**src/rtl/uart_tx_fifo.sv**
```systemverilog
// uart_tx_fifo: byte FIFO with a launch FSM that feeds async_transmitter.
// Producers can push bursts of bytes with a single-cycle write strobe. The FSM
// then pops them one at a time into the transmitter's start/data/busy handshake.
//
// Ports
//   clk       system clock
//   rst_n     asynchronous active-low reset
//   wr_en     write strobe, one byte per cycle while high
//   wr_data   byte to enqueue
//   full      FIFO holds DEPTH entries
//   empty     FIFO holds no entries
//   count     current occupancy, 0..DEPTH
//   overflow  one-cycle pulse after a write was dropped because the FIFO was full
//   tx_busy   TxD_busy from async_transmitter
//   tx_start  TxD_start to async_transmitter, one-cycle pulse
//   tx_data   TxD_data to async_transmitter, held from tx_start until the next pop
module uart_tx_fifo #(
  parameter int unsigned DEPTH  = 16,
  parameter int unsigned ADDR_W = 4
) (
  input  logic            clk,
  input  logic            rst_n,
  input  logic            wr_en,
  input  logic [7:0]      wr_data,
  output logic            full,
  output logic            empty,
  output logic [ADDR_W:0] count,
  output logic            overflow,
  input  logic            tx_busy,
  output logic            tx_start,
  output logic [7:0]      tx_data
);

  typedef enum logic [1:0] {
    StIdle     = 2'd0,
    StLaunch   = 2'd1,
    StWaitBusy = 2'd2,
    StWaitDone = 2'd3
  } state_e;

  localparam logic [ADDR_W:0]   CountFull = (ADDR_W + 1)'(DEPTH);
  localparam logic [ADDR_W:0]   CountOne  = (ADDR_W + 1)'(1);
  localparam logic [ADDR_W-1:0] PtrOne    = ADDR_W'(1);

  logic [7:0]        mem_q [DEPTH];
  logic [ADDR_W-1:0] wr_ptr_q;
  logic [ADDR_W-1:0] rd_ptr_q;
  logic [ADDR_W:0]   count_q, count_d;
  logic              overflow_q;
  logic [7:0]        tx_data_q;
  state_e            state_q, state_d;

  logic wr_accept;
  logic wr_reject;
  logic pop;

  // Flags decode the registered count, so a write into an empty FIFO is not
  // visible to the launcher until the following cycle.
  assign full     = (count_q == CountFull);
  assign empty    = (count_q == '0);
  assign count    = count_q;
  assign overflow = overflow_q;
  assign tx_data  = tx_data_q;
  assign tx_start = (state_q == StLaunch);

  // A write while full is dropped even if a pop frees a slot in the same cycle.
  assign wr_accept = wr_en && !full;
  assign wr_reject = wr_en && full;

  always_comb begin
    state_d = state_q;
    pop     = 1'b0;
    case (state_q)
      StIdle: begin
        // The busy guard also keeps us from launching over a frame that the
        // transmitter is still finishing after our own reset.
        if (!empty && !tx_busy) begin
          pop     = 1'b1;
          state_d = StLaunch;
        end
      end
      StLaunch:   state_d = StWaitBusy;
      StWaitBusy: if (tx_busy) state_d = StWaitDone;
      StWaitDone: if (!tx_busy) state_d = StIdle;
      default:    state_d = StIdle;
    endcase
  end

  always_comb begin
    count_d = count_q;
    if (wr_accept && !pop) begin
      count_d = count_q + CountOne;
    end else if (!wr_accept && pop) begin
      count_d = count_q - CountOne;
    end
  end

  always_ff @(posedge clk or negedge rst_n) begin
    if (!rst_n) begin
      state_q    <= StIdle;
      count_q    <= '0;
      overflow_q <= 1'b0;
    end else begin
      state_q    <= state_d;
      count_q    <= count_d;
      overflow_q <= wr_reject;
    end
  end

  always_ff @(posedge clk or negedge rst_n) begin
    if (!rst_n) begin
      wr_ptr_q <= '0;
      rd_ptr_q <= '0;
      for (int unsigned i = 0; i < DEPTH; i++) begin
        mem_q[i] <= 8'h00;
      end
    end else begin
      if (wr_accept) begin
        mem_q[wr_ptr_q] <= wr_data;
        wr_ptr_q        <= wr_ptr_q + PtrOne;
      end
      if (pop) begin
        rd_ptr_q <= rd_ptr_q + PtrOne;
      end
    end
  end

  always_ff @(posedge clk or negedge rst_n) begin
    if (!rst_n) begin
      tx_data_q <= 8'h00;
    end else if (pop) begin
      tx_data_q <= mem_q[rd_ptr_q];
    end
  end

endmodule

```
**config.mk**
```make
export PLATFORM = sky130hd
export DESIGN_NAME = uart_tx_fifo
export DESIGN_NICKNAME = d
export VERILOG_FILES = /design/src/rtl/uart_tx_fifo.sv
export SDC_FILE = /design/constraint.sdc
export NUM_CORES = 1
export LEC_CHECK = 0
export CORE_MARGIN = 8
export CORE_UTILIZATION = 54
export CTS_CLUSTER_DIAMETER = 100
export DETAILED_ROUTE_END_ITERATION = 8
export MAX_ROUTING_LAYER = met4
export PLACE_DENSITY = 0.74
export SYNTH_ARGS = -nofsm -noshare
export SYNTH_HDL_FRONTEND = slang
export SYNTH_SLANG_ARGS = --single-unit
```
**constraint.sdc**
```tcl
create_clock -name clk -period 2.7 [get_ports clk]
set_clock_uncertainty 0.2 [all_clocks]
set_input_delay 0.54 -clock clk [delete_from_list [all_inputs] [get_ports clk]]
set_output_delay 0.54 -clock clk [all_outputs]
set_load 0.005 [all_outputs]
```
## After elaboration in Yosys (flattened, before gate mapping)

Cells that the tools add are included.

| cells by class | value |
|---|---|
| order comparisons | 3 |
| multiplexer cells | 14 |
| add/sub/neg operators | 4 |
| eq/ne operators | 7 |
| bitwise logic cells | 2 |
| reduce and logical (&&, ||, !) cells | 15 |

Operator list:

| kind | number |
|---|---|
| $bwmux 128 | 1 |
| $bmux 8 s4 | 1 |
| $demux 8 s4 | 1 |
| $mux 8 | 3 |
| $ge 5x5->1 const B | 2 |
| $mux 5 | 2 |
| $not 4->5 | 2 |
| $add 4x1->4 const B | 2 |
| $pmux 2 s4 | 1 |
| $logic_and 1x1->1 | 6 |
| $mux 2 | 3 |
| $ne 2x2->1 const B | 3 |
| $add 5x1->5 const B | 1 |
| $eq 5x5->1 const B | 1 |
| $logic_not 1->1 | 5 |
| $logic_not 5->1 | 1 |
| $lt 5x1->1 const B | 1 |
| $sub 5x1->5 const B | 1 |
| $eq 2x2->1 const B | 2 |
| $reduce_and 3->1 | 1 |
| $eq 2x1->1 const B | 1 |
| $logic_not 2->1 | 1 |
| $mux 1 | 2 |
| $reduce_bool 2->1 | 1 |

| storage, ports and cells | value |
|---|---|
| input bits | 12 |
| register bits after elaboration | 152 |
| word-level logic and storage cells | 67 |
| output and inout port bits | 17 |

## Longest topological paths before layout

| logic depth | value |
|---|---|
| depth after elaboration | 8 |
| mapped depth | 12 |
| gate-level depth less buffers | 11 |

## Worst setup path before layout

OpenSTA, ideal clock, no wires.

| path | value |
|---|---|
| path type | flip-flop to flip-flop |
| start point | reg count_q[1] (netlist: count[1]) |
| end point | reg count_q[4] (netlist: count[4]) |
| arrival | 2.544 ns |
| clock period less this slack | 2.824 ns |
| path buffers | 1 |
| setup slack | -0.124 ns |
| library setup time | 0.080 ns |
| data required time | 2.420 ns |
| stages on the path, launching flop included | 13 |
| path through | dfrtp_1 nor4_2 and2b_2 nor3b_2 inv_1 buf_2 ha_1 inv_1 ha_1 a21o_1 a21oi_1 mux2i_1 xnor2_1 |

| between the ends | value |
|---|---|
| longest elaborated chain between the ends | 8 |
| elaborated cells between the ends (all ways) | 17 |
| those cells by class | add/sub: 2; eq/ne: 1; mux: 4; reduce/logical: 10 |

Ends and longest elaborated chain:

| what | line | RTL |
|---|---|---|
| start: declaration | 48 | `logic [ADDR_W:0] count_q, count_d;` |
| start signal: assignment | 105 | `count_q <= count_d;` |
| $logic_not 5->1 (*) | 60 | `assign empty = (count_q == '0);` |
| net empty | 26 | `output logic empty,` |
| $logic_not 1->1 (*) | 77 | `if (!empty && !tx_busy) begin` |
| $logic_and 1x1->1 (*) | 77 |  |
| $mux 1 (*) | 77 |  |
| $mux 1 (*) | 73 | `case (state_q)` |
| $logic_not 1->1 | 91 | `if (wr_accept && !pop) begin` |
| $logic_and 1x1->1 | 91 |  |
| $mux 5 or $reduce_bool 2->1 (tied branches) | n/a |  |

Mark *: on every way through the listed nets, which the timed path passes. The rest lies on a longest branch. The select of a mux whose other input is x is not followed.
A chain may end at the register's enable or synchronous reset.

## Final worst setup path

| path | value |
|---|---|
| start point | reg count_q[1] (netlist: count[1]) |
| end point | out full |

| between the ends | value |
|---|---|
| longest elaborated chain between the ends | 1 |

Ends and longest elaborated chain:

| what | line | RTL |
|---|---|---|
| $eq 5x5->1 | 59 | `assign full = (count_q == CountFull);` |
| end: declaration | 25 | `output logic full,` |

No other way between the ends.

==> key figures <==
Status
  – Outcome: finished, final reports clean

STA
  – Worst slew margin: 57.3%
  – Fmax achieved: 389 MHz
  – Final Hold Vio Count: 0
  – Pins Over Slew Limit: 0
  – Final setup viols: 0
  – Least-Margin Pin Slew: 0.639 ns
  – Post-Route Setup TNS: 0 ns
  – Tcrit/Tclk final: 95.3%
  – Tmin final: 2.57 ns
  – RSZ-0062 raised after global routing: false

Route
  – DRT Wirelength: 14300 um
  – Drt pass-1 iters: 4
  – Initial DRC Count: 169
  – Vias per cell: 5.79
  – WL/cell: 20.4 um
  – Post-route ant nets: 0
  – # DRC: 0
  – DR vias: 4042

Clock tree
  – Clock root buffer: clkbuf_16
  – Max clock buf depth: 2
  – Clock buffer count from CTS: 17
  – Clock Sinks: 152
  – Worst skew pair latency: 0.42 ns
  – H-Tree Depth: 4
  – Reg clk slew, reported paths: 0.06 ns
  – TritonCTS clock tree: done

Placed design
  – # placed instances: 664
  – Placer Congestion: 0.765
  – DPL Wire Length: 9390 um
  – PortBufs: 28

Yosys
  – Synthesized-area fraction occupied by adder cells: 2.53%
  – Combinational family with the most area after synthesis: multiplexers
  – Synth area leader: dfrtp_1
  – Compound-cell area share of the yosys netlist: 2.08%
  – Yosys top cell area share: 52.7%
  – Warning count from the yosys run: 0
  – Synthesized area: 0.00721 mm^2
  – Post-synthesis mux area share: 32.5%
  – Top_reg_cell synth: dfrtp_1
  – Yosys cell types: 38
  – FF+latch count, synth: 152
  – XOR/XNOR share of the synthesized area: 1.09%
  – Number of synthesized flops with an enable pin: 0
  – Syn_nets: 491
  – Register area share after synthesis: 52.7%
  – Main area contributors after synthesis: dfrtp_1 (53%), mux2_2 (20%), mux4_2 (10%), nand3_4 (2.9%), mux2i_1 (2.4%)
  – Gate Count Post-Synth: 465
  – Syn Area/Cell: 15.5 um^2
  – Share of flip-flops with an asynchronous set or reset: 100%
  – Simple-gate area share of the yosys netlist: 6.47%

Floorplanning
  – # rows: 42
  – CORE AREA: 0.0131 mm^2
  – Ports: 29
  – Chip height: 132 um
  – Die area: 0.0173 mm^2
  – Die width: 132 um
  – Initial Utilization: 54.9%

Critical path
  – CP Capture Point: full
  – CP Class: reg2out
  – Reg-to-reg setup timing slack: 0.18 ns
  – Worst r2r dst: count[4]
  – CP arrival: 1.83 ns
  – CP peak stage delay: 0.49 ns
  – CP Launch Type: register
  – Worst endpoint required time: 1.96 ns
  – Crit. End Element: output port
  – CP max stage cell: clkdlybuf4s50_1
  – Cells on worst reg2reg path: 11
  – RR Startpoint: count[1]
  – Setup crit start: count[1]
  – Worst path cell trace: nor4_4, and2_4, clkdlybuf4s50_1
  – Crit path max fanout: 3

Power and ir drop
  – Switching pwr: 3240 uW
  – Net Sw Frac: 30.4%
  – Comb pwr share: 38.3%
  – Pint: 7400 uW
  – Pwr/cell area: 1250 mW/mm^2
  – Total power: 10600 uW
  – Clock network power share: 24.0%
  – Max VDD drop: 0.000670 V
  – Static leakage: 0.00369 uW
  – Sequential Power Share: 37.7%

Layout
  – Cell Count, Final, Fillers Out: 698
  – Area grow syn2layout: 17.7%
  – Final nets: 535
  – Diodes inserted: 0
  – Layout cell share with drive strength beyond 1: 47.7%

Run
  – Total of max-cap violations: 0

Global routing
  – Grt total ovfl: 0
  – Total Routing Usage GR: 17.9%
  – Initial antenna violation count: 0
  – First-pass GRT wire length: 23700 um
  – Vias in the first global route: 4431
  – Largest net degree at the start of global routing: 74

Min path
  – Hold/Removal Path Class: reg2reg
  – Hold Crit Start: tx_data[7]
  – Hold path cells: 2
## cell type report
class / count / area [um^2]
Clock buffer: 21 / 480
Fill cell: 927 / 4650
Tap cell: 176 / 220
Inverter: 9 / 33.8
Clock inverter: 11 / 169
Timing Repair Buffer: 54 / 507
Multi-Input combinational cell: 275 / 3270
Sequential cell: 152 / 3800
## power by group through the flow
stage | clock [uW] | combinational [uW] | sequential [uW]
floorplan | 0 | 3090 | 3820
global placement | 0 | 3920 | 3950
detailed placement | 0 | 4080 | 4030
CTS | 2590 | 4100 | 4000
global route | 2690 | 4430 | 4150
finish | 2550 | 4080 | 4010
## cells by family (layout without fill, tap and decap cells)
kind of cell             Yosys count  count (layout)
buffers and inverters             38              95
XOR/XNOR                           9               9
multiplexers                     178             178
AND/OR/NAND/NOR                   53              53
adder cells (fa/ha/maj)           14              14
flip-flops                       152             152
AO/OA/AOI/OAI                     21              21
## worst max-delay path: cells and delay by family, from the launching register on
kind	cells	cell delay, ns
flip-flops	1	0.41
buffers and inverters	1	0.49
AND/OR/NAND/NOR	2	0.51
## cell usage after synthesis, types with 2 or more instances
library cell and n:
nand4_2 2, buf_4 2, xor2_1 2, xnor2_1 7, ha_1 13, nand4_1 2
buf_2 6, nand2_1 21, dfrtp_1 152, a21oi_1 3, inv_1 9, o21ai_0 5
nor2_1 4, nand3_4 12, buf_6 2, o221ai_1 8, nand4_4 2, nor2b_1 2
clkbuf_1 14, mux2_2 129, mux2i_1 17, mux4_2 32, buf_1 4
## per-layer routing
| layer | wire [um] | share of wire [%] | GRT usage, % | vias up |
|---|---|---|---|---|
| met1 | 6600 | 46 | 22.6 | 2162 |
| met3 | 498 | 3.5 | 4.88 | 11 |
| met2 | 7070 | 50 | 28.2 | 55 |
| li1 | - | - | - | 1814 |
| met4 | 106 | 0.74 | 4.85 | 0 |
| met5 | 0 | 0 | - | - |
## metrics by stage
step                      hold slack, ns  utilization [%]  area (um^2)  worst slack (ns)
after floorplan                   0.0444                -         7240           0.00739
after global placement             0.271             59.3         7790           -0.0757
after detailed placement           0.275             59.3         7790            -0.121
after CTS                          0.294             64.4         8460            0.0125
after global routing               0.311             64.6         8490            0.0282
final                              0.287             64.6         8490             0.127
## cells in the final DEF (no fill, tap or decap), types with 2 or more instances in the layout
| master | n |
|---|---|
| ha_4 | 2 |
| dfrtp_1 | 151 |
| inv_2 | 2 |
| nand4_4 | 2 |
| nand2_1 | 21 |
| clkdlybuf4s50_1 | 26 |
| clkbuf_8 | 4 |
| mux4_2 | 32 |
| nor2_1 | 4 |
| clkinv_2 | 2 |
| mux2_2 | 129 |
| xnor2_1 | 7 |
| a21oi_2 | 2 |
| o221ai_1 | 8 |
| clkinvlp_4 | 4 |
| buf_4 | 23 |
| nor2b_1 | 2 |
| mux2i_1 | 17 |
| ha_1 | 11 |
| o21ai_0 | 5 |
| xor2_1 | 2 |
| buf_12 | 2 |
| bufinv_16 | 4 |
| nand4_1 | 2 |
| clkbuf_16 | 17 |
| nand3_4 | 12 |
| inv_1 | 7 |
| nand4_2 | 2 |
## how the worst min path moves through the flow
stage                       endpoint
after global placement    tx_data[7]
after detailed placement  tx_data[7]
final                     tx_data[7]
after global routing       mem_q[72]
after floorplan             count[0]
after CTS                 tx_data[7]
## what timing repair did
action / CTS / global route
pin swaps: 0 / 1
hold buffers: 1 / 0
resized for setup: 0 / 6
endpoints found under the hold margin: 43 / 0
endpoints found under the setup margin: 2 / 3
buffers inserted: 1 / 0
## sequential cells by signal, indices dropped and copies added, names as in the netlist
signal,count
overflow,1
wr_ptr_q,4
state_q,2
rd_ptr_q,4
mem_q,128
tx_data,8
count,5
No activity file was read; power rests on OpenSTA's default activity.
